### src/rtl/a1_bus_pkg.sv
// a1_bus_pkg: shared state encoding, open-bus default and region decode helper for the 6502 bus fabric
package a1_bus_pkg;
    typedef enum logic [1:0] {IDLE, REQ, WAIT, DONE} state_e;
    localparam logic [7:0] OPEN_BUS_DEF = 8'hFF;
    function automatic logic region_hit(input logic [15:0] ab, input logic [15:0] base, input logic [15:0] mask);
        return (ab & mask) == (base & mask);
    endfunction
endpackage

### src/rtl/a1_bus_fabric_if.sv
// a1_bus_fabric_if: CPU-side and slave-side bus signals of the fabric
// slave modport is the fabric itself; master modport is the environment driving it
interface a1_bus_fabric_if #(parameter int N_SLV = 8);
    logic               cpu_clken;
    logic [15:0]        ab;
    logic               we;
    logic [7:0]         dbo;
    logic [7:0]         dbi;
    logic               cpu_ready;
    logic [N_SLV-1:0]   slv_cs;
    logic [N_SLV-1:0]   slv_req;
    logic               slv_we;
    logic [15:0]        slv_addr;
    logic [7:0]         slv_wdata;
    logic [N_SLV-1:0]   slv_ack;
    logic [N_SLV*8-1:0] slv_rdata;
    modport slave (
        input  cpu_clken, ab, we, dbo, slv_ack, slv_rdata,
        output dbi, cpu_ready, slv_cs, slv_req, slv_we, slv_addr, slv_wdata
    );
    modport master (
        output cpu_clken, ab, we, dbo, slv_ack, slv_rdata,
        input  dbi, cpu_ready, slv_cs, slv_req, slv_we, slv_addr, slv_wdata
    );
endinterface

### src/rtl/a1_addr_decode.sv
// a1_addr_decode: priority address decode over parameter tables; lowest-index hitting slave wins
module a1_addr_decode
    import a1_bus_pkg::*;
#(
    parameter int                   N_SLV    = 8,
    parameter int                   IW       = 3,
    parameter logic [N_SLV*16-1:0]  SLV_BASE = {N_SLV{16'h0000}},
    parameter logic [N_SLV*16-1:0]  SLV_MASK = {N_SLV{16'hFFFF}},
    parameter logic [N_SLV-1:0]     SLV_HS   = {N_SLV{1'b0}}
) (
    input  logic [15:0]      ab_i,
    output logic [N_SLV-1:0] slv_cs_o,
    output logic [IW-1:0]    sel_idx_o,
    output logic             sel_hs_o,
    output logic             hit_o
);
    // scan high to low so the lowest hitting index overwrites the rest
    always_comb begin
        slv_cs_o  = '0;
        sel_idx_o = '0;
        sel_hs_o  = 1'b0;
        hit_o     = 1'b0;
        for (int i = N_SLV - 1; i >= 0; i--) begin
            if (region_hit(ab_i, SLV_BASE[16*i +: 16], SLV_MASK[16*i +: 16])) begin
                slv_cs_o    = '0;
                slv_cs_o[i] = 1'b1;
                sel_idx_o   = IW'(i);
                sel_hs_o    = SLV_HS[i];
                hit_o       = 1'b1;
            end
        end
    end
endmodule

### src/rtl/a1_bus_fabric.sv
// a1_bus_fabric: 6502 bus fabric with region decode, read mux and wait-state handshake FSM
// optional access timeout with sticky bus_err when A1_BUS_TIMEOUT_EN is defined
module a1_bus_fabric
    import a1_bus_pkg::*;
#(
    parameter int                   N_SLV       = 8,
    parameter logic [N_SLV*16-1:0]  SLV_BASE    = {N_SLV{16'h0000}},
    parameter logic [N_SLV*16-1:0]  SLV_MASK    = {N_SLV{16'hFFFF}},
    parameter logic [N_SLV-1:0]     SLV_HS      = {N_SLV{1'b0}},
    parameter logic [7:0]           OPEN_BUS    = OPEN_BUS_DEF,
    parameter int                   TIMEOUT_CYC = 1023
) (
    input  logic              clk25,
    input  logic              rst_n,
    a1_bus_fabric_if.slave    bus,
    output logic              bus_err
);
    localparam int IW = (N_SLV > 1) ? $clog2(N_SLV) : 1;

    if (N_SLV < 1 || N_SLV > 16 || TIMEOUT_CYC < 1) begin : g_bad_cfg
        $error("a1_bus_fabric: N_SLV must be 1..16 and TIMEOUT_CYC >= 1");
    end

    logic [IW-1:0]    sel_idx;
    logic             sel_hs;
    logic             hit;
    state_e           state_q;
    logic [N_SLV-1:0] req_q;
    logic             we_q;
    logic [15:0]      addr_q;
    logic [7:0]       wdata_q;
    logic [IW-1:0]    idx_q;
    logic [7:0]       data_q;

    a1_addr_decode #(
        .N_SLV    (N_SLV),
        .IW       (IW),
        .SLV_BASE (SLV_BASE),
        .SLV_MASK (SLV_MASK),
        .SLV_HS   (SLV_HS)
    ) u_dec (
        .ab_i      (bus.ab),
        .slv_cs_o  (bus.slv_cs),
        .sel_idx_o (sel_idx),
        .sel_hs_o  (sel_hs),
        .hit_o     (hit)
    );

`ifdef A1_BUS_TIMEOUT_EN
    localparam int CW = ($clog2(TIMEOUT_CYC + 1) > 10) ? $clog2(TIMEOUT_CYC + 1) : 10;
    logic [CW-1:0] cnt_q;
    logic          err_q;
    assign bus_err = err_q;
`else
    assign bus_err = 1'b0;
`endif

    // request strobe and transaction fields are loaded on IDLE->REQ so they are visible during REQ
    always_ff @(posedge clk25 or negedge rst_n) begin
        if (!rst_n) begin
            state_q <= IDLE;
            req_q   <= '0;
            we_q    <= 1'b0;
            addr_q  <= '0;
            wdata_q <= '0;
            idx_q   <= '0;
            data_q  <= OPEN_BUS;
`ifdef A1_BUS_TIMEOUT_EN
            cnt_q   <= '0;
            err_q   <= 1'b0;
`endif
        end else begin
            case (state_q)
                IDLE: if (sel_hs) begin
                    state_q <= REQ;
                    req_q   <= N_SLV'(1) << sel_idx;
                    addr_q  <= bus.ab;
                    we_q    <= bus.we;
                    wdata_q <= bus.dbo;
                    idx_q   <= sel_idx;
                end
                REQ: begin
                    state_q <= WAIT;
                    req_q   <= '0;
`ifdef A1_BUS_TIMEOUT_EN
                    cnt_q   <= '0;
`endif
                end
                WAIT: begin
                    if (bus.slv_ack[idx_q]) begin
                        state_q <= DONE;
                        if (!we_q) data_q <= bus.slv_rdata[idx_q*8 +: 8];
                    end
`ifdef A1_BUS_TIMEOUT_EN
                    else if (cnt_q == CW'(TIMEOUT_CYC - 1)) begin
                        state_q <= DONE;
                        data_q  <= OPEN_BUS;
                        err_q   <= 1'b1;
                    end else cnt_q <= cnt_q + 1'b1;
`endif
                end
                DONE: if (bus.cpu_clken) state_q <= IDLE;
                default: state_q <= IDLE;
            endcase
        end
    end

    assign bus.slv_req   = req_q;
    assign bus.slv_we    = we_q;
    assign bus.slv_addr  = addr_q;
    assign bus.slv_wdata = wdata_q;
    assign bus.cpu_ready = ~(sel_hs & (state_q != DONE));
    assign bus.dbi       = sel_hs ? data_q : hit ? bus.slv_rdata[sel_idx*8 +: 8] : OPEN_BUS;
endmodule

### src/flat_wrapper.sv
// flat-port wrapper written by rule: the top's interface ports become plain ports
module a1_bus_fabric_flat import a1_bus_pkg::*;
#(
    parameter int                   N_SLV       = 8,
    parameter logic [N_SLV*16-1:0]  SLV_BASE    = {N_SLV{16'h0000}},
    parameter logic [N_SLV*16-1:0]  SLV_MASK    = {N_SLV{16'hFFFF}},
    parameter logic [N_SLV-1:0]     SLV_HS      = {N_SLV{1'b0}},
    parameter logic [7:0]           OPEN_BUS    = OPEN_BUS_DEF,
    parameter int                   TIMEOUT_CYC = 1023
)
  (clk25, rst_n, bus_err, bus_cpu_clken, bus_ab, bus_we, bus_dbo, bus_slv_ack, bus_slv_rdata, bus_dbi, bus_cpu_ready, bus_slv_cs, bus_slv_req, bus_slv_we, bus_slv_addr, bus_slv_wdata);
  a1_bus_fabric_if #(.N_SLV(N_SLV)) bus_i ();
  input  logic clk25;
  input  logic rst_n;
  output logic bus_err;
  input wire logic [$bits(bus_i.cpu_clken)-1:0] bus_cpu_clken;
  input wire logic [$bits(bus_i.ab)-1:0] bus_ab;
  input wire logic [$bits(bus_i.we)-1:0] bus_we;
  input wire logic [$bits(bus_i.dbo)-1:0] bus_dbo;
  input wire logic [$bits(bus_i.slv_ack)-1:0] bus_slv_ack;
  input wire logic [$bits(bus_i.slv_rdata)-1:0] bus_slv_rdata;
  output wire logic [$bits(bus_i.dbi)-1:0] bus_dbi;
  output wire logic [$bits(bus_i.cpu_ready)-1:0] bus_cpu_ready;
  output wire logic [$bits(bus_i.slv_cs)-1:0] bus_slv_cs;
  output wire logic [$bits(bus_i.slv_req)-1:0] bus_slv_req;
  output wire logic [$bits(bus_i.slv_we)-1:0] bus_slv_we;
  output wire logic [$bits(bus_i.slv_addr)-1:0] bus_slv_addr;
  output wire logic [$bits(bus_i.slv_wdata)-1:0] bus_slv_wdata;
  assign bus_i.cpu_clken = bus_cpu_clken;
  assign bus_i.ab = bus_ab;
  assign bus_i.we = bus_we;
  assign bus_i.dbo = bus_dbo;
  assign bus_i.slv_ack = bus_slv_ack;
  assign bus_i.slv_rdata = bus_slv_rdata;
  assign bus_dbi = bus_i.dbi;
  assign bus_cpu_ready = bus_i.cpu_ready;
  assign bus_slv_cs = bus_i.slv_cs;
  assign bus_slv_req = bus_i.slv_req;
  assign bus_slv_we = bus_i.slv_we;
  assign bus_slv_addr = bus_i.slv_addr;
  assign bus_slv_wdata = bus_i.slv_wdata;
  a1_bus_fabric #(.N_SLV(N_SLV), .SLV_BASE(SLV_BASE), .SLV_MASK(SLV_MASK), .SLV_HS(SLV_HS), .OPEN_BUS(OPEN_BUS), .TIMEOUT_CYC(TIMEOUT_CYC)) u_core (.clk25(clk25), .rst_n(rst_n), .bus(bus_i), .bus_err(bus_err));
endmodule
### config.mk
export PLATFORM = sky130hd
export DESIGN_NAME = a1_bus_fabric_flat
export DESIGN_NICKNAME = d
export VERILOG_FILES = /design/src/rtl/a1_bus_pkg.sv /design/src/rtl/a1_bus_fabric_if.sv /design/src/rtl/a1_addr_decode.sv /design/src/rtl/a1_bus_fabric.sv /design/src/flat_wrapper.sv
export SDC_FILE = /design/constraint.sdc
export NUM_CORES = 1
export LEC_CHECK = 0
export ABC_AREA = 0
export CORE_MARGIN = 2
export CORE_UTILIZATION = 11
export DETAILED_ROUTE_END_ITERATION = 10
export GPL_ROUTABILITY_DRIVEN = 0
export PLACE_DENSITY = 0.78
export SLEW_MARGIN = 0
export SYNTH_ARGS = -nofsm -noshare
export SYNTH_HDL_FRONTEND = slang
export SYNTH_SLANG_ARGS = --single-unit
### constraint.sdc
create_clock -name clk25 -period 0.9 [get_ports clk25]
set_input_delay 0.09 -clock clk25 [delete_from_list [all_inputs] [get_ports clk25]]
set_output_delay 0.09 -clock clk25 [all_outputs]
set_load 0.01 [all_outputs]
; ---- Yosys cells after proc, flatten, opt, wreduce, memory -nomap -nowiden
; Index checks and enable logic that the tools add are counted.
[word_totals]
out_inout_bits = 51
input_bits = 100
regBits = 0
elab_cells = 4
[op_classes]
n_mux = 3
n_reduce_logical = 1
[op_table]
columns = cell, count
row1 = 16-bit logical NOT, 1
row2 = 8-bit 2-to-1 mux, 1
row3 = 1-bit 2-to-1 mux, 2

; ---- Depth between registers and ports, before layout
; Gate-level depths: netlist of the first run.
[logic_depth]
depth_word = 3
depth_mapped = 4
mapped_depth_nobuf = 3

; ---- Hierarchy
; Synthesis of the first run repeated with hierarchy kept, for this count alone.
[unflattened]
cells_unflattened = 225
hier_area_um2 = 3189.3
[by_module_without_submodules]
columns = module, seq_area_each_um2, area_each_um2, instances, cells_each
row1 = a1_bus_fabric, 1161.1, 3061.7, 1, 207
row2 = a1_addr_decode, 0.0, 127.6, 1, 18

; ---- Worst setup path before layout of the first run
; OpenSTA, ideal clock, no wires.
[synth_path]
path_type = input -> output
start = in bus_ab[13]
end = out bus_dbi[0]
arrival_time_ns = 0.844
t_required_ns = 0.810
path_buffers = 0
slack_ns = -0.034
path_stages = 3
path_cell_list = nor4_1 > nand4_1 > or2_1
[synth_via]
elab_chain_cells = 3
[synth_rtl]
columns = element, line_no
row1 = start: declaration, flat_wrapper.sv:17  ; input wire logic [$bits(bus_i.ab)-1:0] bus_ab;
row2 = 16-bit logical NOT, a1_bus_pkg.sv:6  ; return (ab & mask) == (base & mask);
row3 = 1-bit 2-to-1 mux, a1_addr_decode.sv:24  ; if (region_hit(ab_i, SLV_BASE[16*i +: 16], SLV_MASK[16*i +: 16])) begin
row4 = 8-bit 2-to-1 mux, a1_bus_fabric.sv:113  ; assign bus.dbi = sel_hs ? data_q : hit ? bus.slv_rdata[sel_idx*8 +: 8] : OPEN_BUS;
row5 = end: declaration, flat_wrapper.sv:22  ; output wire logic [$bits(bus_i.dbi)-1:0] bus_dbi;
; Every way passes these cells.

; ---- Worst setup path after layout of the first run
[layout_path]
start = in bus_ab[10]
end = out bus_dbi[6]
; The elaborated chain is that of the path after synthesis.

==> results.md, run 1 <==
- The via count of the first global-routing pass is 291.
- In this run the worst hold path is classified as in2out.
- Setup repair after global routing could not meet its margin everywhere.
- The worst setup path is of the in2out kind.
- Entering global routing, the biggest net connects 6 pins.
- The vertical extent of the die is 65.5 µm.
- The non-filler instance count after layout is 139.
- The count of distinct cell types in the synthesized netlist is 6.
- At the worst endpoint, the arrival time is 1.18 ns.
- The sequential-to-total area share from yosys stat is 0%.
- The routed layout has 366 vias.
- The number of maximum-capacitance violations is 0.
- For this block, the initial DRC count from the detailed router was 0.
- The number of slew-limit violations in the final report was 0.
- Once detail routing completed, the nets flagged for antenna violations numbered 0.
- The post-DP HPWL is 1.14 mm.
- After layout, the worst path uses 141% of the clock period.
- The routed length per instance is 9.11 µm.
- The number of vias per cell is 2.63.
- In the final layout, the share of cells above drive strength 1 is 31.9%.
- The growth of design area from synthesis to finish is 49.4%.
- The sequential cells in the finished layout cover a total of 0 µm².
- The first global-routing pass estimated 1.68 mm of wire.
- The clock buffer count in the final layout is 0.
- The worst setup slack after layout is -0.365 ns.
- The final reports fail on negative setup slack.
- For this configuration, the core starts out at a cell density of 11.4%.
- The core region is 0.00363 mm².
- During placement, the flow inserted port buffers numbering 33.
- The count of boundary I/O pins is 151.
- The initialized floorplan defines 22 standard-cell rows.
- The number of antenna diodes in the final layout is 0.
- The worst vdd rail ir drop is 76.7 µV.
- STA classifies the critical path endpoint as an output pin.
- The average cell area after synthesis is 7.04 µm².
- The count of nets after finishing is 193.
- The leakage power total is 0.299 nW.
- The total die area is 0.00428 mm².
- Based on the critical path, the design can be clocked at up to 790 MHz.
- The run finished, with violations left.
- The count of warnings emitted by yosys is 0.
- The detailed-route wire length is 1.27 mm.
- The global-route congestion overflow total is 0.
- Counting I/O delays and the setup requirement, the final critical path takes 1.27 ns.
- At the worst endpoint, the required time is 0.81 ns.
- Once placement completed, the tool counted placed cells totaling 138.
- Of all nets on the critical path, the largest fanout is 4.
- The initial antenna violation count is 0.
- The type of element launching the critical path is a primary input.
- For this run, the share of the core covered by cells in the final layout is 17.1%.
- The design has 0 sequential cells.
- The synthesized netlist cell count is 59.
- The total standard cell area after synthesis is 415 µm².
- The number of hold-slack violations in the final timing report is 0.
- The width of the chip is 65.5 µm.
- For this run, the detailed router's first-pass iteration total came to 1.
- In this run the power density over the cells is 311 mW/mm².
- The setup-violating endpoint count in the final report is 9.
- After detailed routing, the number of remaining DRC violations is 0.
- Global routing used 5.34% of the available tracks.
-- stage by stage --
| step | power (W) | setup slack, ns | TNS (ns) | hold WS (ns) | area, µm² |
|---|---|---|---|---|---|
| floorplan | 0.000220 | -0.0323 | -0.155 | 0.298 | 617 |
| global placement | 0.000210 | -1.08 | -9.44 | 1.23 | 692 |
| detailed placement | 0.000211 | -1.08 | -9.37 | 1.23 | 692 |
| CTS | 0.000192 | -0.383 | -3.06 | 0.725 | 622 |
| global route | 0.000212 | -0.453 | -3.73 | 0.788 | 621 |
| finish | 0.000193 | -0.365 | -2.91 | 0.708 | 621 |
-- worst max-delay path, cell delays in order --
cell and delay, ns:
sky130_fd_sc_hd__buf_6 0.10, sky130_fd_sc_hd__nor4_4 0.28, sky130_fd_sc_hd__nand4_1 0.18, sky130_fd_sc_hd__buf_2 0.18
sky130_fd_sc_hd__or2_1 0.21, sky130_fd_sc_hd__buf_2 0.14
-- layout by cell type (no fill, tap or decap) --
cell type and instances:
sky130_fd_sc_hd__conb_1 42, sky130_fd_sc_hd__buf_2 19, sky130_fd_sc_hd__or2_1 8, sky130_fd_sc_hd__clkdlybuf4s50_1 8
sky130_fd_sc_hd__buf_6 4, sky130_fd_sc_hd__nor4_4 3, sky130_fd_sc_hd__clkdlybuf4s15_1 2, sky130_fd_sc_hd__nor4_2 1
sky130_fd_sc_hd__nand4_1 1, sky130_fd_sc_hd__inv_1 1, sky130_fd_sc_hd__buf_8 1, sky130_fd_sc_hd__clkdlybuf4s15_2 1
-- power by group --
part | internal [W] | switching [W] | total [W]
Combinational | 0.0000785 | 0.000114 | 0.000193
Clock | 0 | 0 | 0
Sequential | 0 | 0 | 0
-- kinds of logic (layout without fill, tap and decap cells) --
kind of cell	Yosys count	count (layout)	synth area share (%)
buffers and inverters	44	36	78.6
and+or+nand+nor	13	13	19.6
other	2	42	1.81
-- cell type report --
class,count,area (µm²)
inverter,1,3.75
tap,48,60.1
multi-input combinational,55,290
timing repair buffer,35,267
fill,436,3010
-- synth_stat cells --
cell	instances	area [µm²]
sky130_fd_sc_hd__nor4_1	4	25.0
sky130_fd_sc_hd__conb_1	2	7.51
sky130_fd_sc_hd__nand4_1	1	6.26
sky130_fd_sc_hd__buf_4	43	323
sky130_fd_sc_hd__inv_1	1	3.75
sky130_fd_sc_hd__or2_1	8	50.1
-- what timing repair did --
action	in CTS	in global routing
cloned	1	0
resized for setup	99	3
setup endpoints to repair	9	9
pin swaps	7	3
hold buffers	0	0
buffers inserted	0	0
-- per-layer routing --
metal  wire length, µm  GRT usage, %  vias to the layer above
met5                 0             0                        -
met4                 0             0                        0
met3               345          3.42                        0
met2               538          9.82                       55
met1               382          5.37                      147
li1                  -             -                      164
-- worst paths after layout --
check	start	endpoint	slack, ns	cells after the start
max	bus_ab[10]	bus_dbi[6]	-0.37	6
min	bus_ab[10]	bus_slv_cs[0]	0.71	6
(Power assumes the default switching activity.)
==> inputs of run 2 (changes only) <==
Settings changed: CORE_UTILIZATION 11 to 12, PLACE_DENSITY 0.78 to 0.8.
Clock period 0.9 ns to 1.44 ns, I/O delays scaled along.
==> results.md, run 2 (synthesis results as in run 1) <==
- The routed length per instance is 7.42 µm (was 9.11 µm).
- The path class of the lowest-slack min-delay path is in2out (unchanged).
- The worst vdd rail ir drop is 23.5 µV (was 76.7 µV).
- The cell count after placement is 135 (was 138).
- The worst setup slack after layout is 0.0716 ns (was -0.365 ns).
- Unrepaired setup endpoints after global routing: yes (unchanged).
- The maximum number of pins on one net before global-route repair is 6 (unchanged).
- The number of input and output port buffers inserted came to 33 (unchanged).
- The highest fanout seen on the critical path is 4 (unchanged).
- The proportion of layout cells with a drive suffix above 1 is 28.6% (was 31.9%).
- The data required time of the worst path is 1.30 ns (was 0.81 ns).
- The via count of the first global-routing pass is 286 (was 291).
- The total via count in the routed design is 369 (was 366).
- The leakage power total came to 0.300 nW (was 0.299 nW).
- The type of element capturing the critical path is an output pin (unchanged).
- The final period utilization is 95.0%.
- The type of element launching the critical path is a primary input (unchanged).
- The width of the chip was 62.8 µm (was 65.5 µm).
- The growth of design area from synthesis to finish is 47.9% (was 49.4%).
- The number of inserted diodes came to 0 (unchanged).
- The sequential standard cell area is 0 µm² (unchanged).
- The detailed-routing iteration count for the pre-antenna-repair pass was 2 (was 1).
- The post-DP HPWL is 856 µm (was 1.14 mm).
- The count of nets after finishing is 193 (unchanged).
- The global-route wire length before repair is 1.39 mm (was 1.68 mm).
- For this run, the top clock speed supported by timing is 731 MHz.
- The startpoint of the worst setup timing path was bus_ab[2] (was bus_ab[10]).
- The number of slew-limit violations in the final report came to 0 (unchanged).
- The total die area came to 0.00395 mm² (was 0.00428 mm²).
- The DRC violation count after routing is 0 (unchanged).
- The global-route congestion overflow total is 0 (unchanged).
- The number of sequential storage elements came to 0 (unchanged).
- The overall track demand over capacity in global routing is 4.14% (was 5.34%).
- The placeable core area is 0.00334 mm² (was 0.00363 mm²).
- The clock buffer count in the final layout is 0 (unchanged).
- The initial antenna violation count was 0 (unchanged).
- The total power density per cell area is 190 mW/mm² (was 311 mW/mm²).
- The pre-CTS setup slack is -0.681 ns (was -1.08 ns).
- The count of boundary I/O pins was 151 (unchanged).
- The post-route setup TNS was 0 ns (was -2.91 ns).
- The first-iteration detailed-routing DRC count is 1 (was 0).
- The number of hold-slack violations in the final timing report is 0 (unchanged).
- Most frequent cells in the layout: 42 x sky130_fd_sc_hd__conb_1, 16 x sky130_fd_sc_hd__buf_2, 8 x sky130_fd_sc_hd__or2_1, 8 x sky130_fd_sc_hd__clkdlybuf4s50_1, 4 x sky130_fd_sc_hd__buf_6 (was 42 x sky130_fd_sc_hd__conb_1, 19 x sky130_fd_sc_hd__buf_2, 8 x sky130_fd_sc_hd__or2_1, 8 x sky130_fd_sc_hd__clkdlybuf4s50_1, 4 x sky130_fd_sc_hd__buf_6).
- The number of maximum-capacitance violations is 0 (unchanged).
- The vertical extent of the die is 62.8 µm (was 65.5 µm).
- The number of nets with antenna violations after detailed routing is 0 (unchanged).
- The startpoint of the tightest hold check path is bus_ab[1] (was bus_ab[10]).
- The setup-violating endpoint count in the final report is 0 (was 9).
- The leading cell type in the layout, fill and taps excluded is sky130_fd_sc_hd__conb_1 (unchanged).
- The number of vias per cell is 2.69 (was 2.63).
- The destination of the critical timing path is bus_dbi[0] (was bus_dbi[6]).
- The data arrival time at the worst-slack endpoint is 1.22 ns (was 1.18 ns).
- The detailed-route wire length is 1.02 mm (was 1.27 mm).
- The non-filler instance count after layout came to 137 (was 139).
- The category of the critical setup timing path is in2out (unchanged).
- After layout, the minimum clock period comes to 1.37 ns.
- Result of the run: finished clean (was complete, but fails checks).
- The standard-cell row count is 21 (was 22).
- The initial standard-cell utilization of the core came to 12.4% (was 11.4%).
-- run 2: cell types whose count changed in the layout (fill, tap and decap cells not counted) --
cell,delta
sky130_fd_sc_hd__clkdlybuf4s15_1,+1
sky130_fd_sc_hd__clkdlybuf4s15_2,-1
sky130_fd_sc_hd__buf_2,-3
sky130_fd_sc_hd__buf_8,-1
sky130_fd_sc_hd__clkbuf_2,+2
sky130_fd_sc_hd__dlygate4sd2_1,+2
-- run 2: cell type report --
class,instances,area [µm²]
fill,386,2720
multi-input combinational,55,290
inverter,1,3.75
timing repair buffer,35,263
tap,46,57.6
-- run 2: worst min path at each step --
| stage | to | slack (ns) | cells after the start |
|---|---|---|---|
| floorplan | bus_dbi[0] | 0.41 | 1 |
| global placement | bus_dbi[4] | 1.34 | 3 |
| detailed placement | bus_dbi[6] | 1.35 | 3 |
| CTS | bus_dbi[5] | 0.83 | 6 |
| global route | bus_dbi[5] | 0.86 | 6 |
| finish | bus_dbi[2] | 0.82 | 6 |
-- run 2: routing by layer --
layer  up-vias  track usage, %  share of wire [%]
met5         -               0                  0
met4         0               0                  0
met3         0            2.70                 23
met2        50            8.87                 55
met1       156            3.13                 22
li1        163               -                  -
-- run 2: worst max-delay path, cell delays in order --
cell and delay, ns:
sky130_fd_sc_hd__clkdlybuf4s15_1 0.17, sky130_fd_sc_hd__nor4_2 0.21, sky130_fd_sc_hd__nand4_1 0.17, sky130_fd_sc_hd__buf_2 0.18, sky130_fd_sc_hd__or2_1 0.21, sky130_fd_sc_hd__buf_2 0.14
-- run 2: stage by stage --
stage	area, µm²	hold slack [ns]	total power, W	utilization, %
detailed placement	631	1.35	0.000115	18.9
global route	614	0.864	0.000126	18.4
global placement	631	1.34	0.000115	18.9
floorplan	566	0.407	0.000134	-
CTS	574	0.828	0.000101	17.2
finish	614	0.824	0.000117	18.4
-- run 2: where the power goes --
| group | internal, W | switching (W) | total, W |
|---|---|---|---|
| registers | 0 | 0 | 0 |
| logic | 0.0000464 | 0.0000703 | 0.000117 |
| clock network | 0 | 0 | 0 |
| total | 0.0000464 | 0.0000703 | 0.000117 |
-- run 2: repair_timing --
action / in CTS / in global routing
resized for setup: 79 / 14
setup endpoints to repair: 9 / 9
pin swaps: 6 / 5
setup buffers: 1 / 0
hold buffers: 0 / 0
gates cloned: 1 / 0
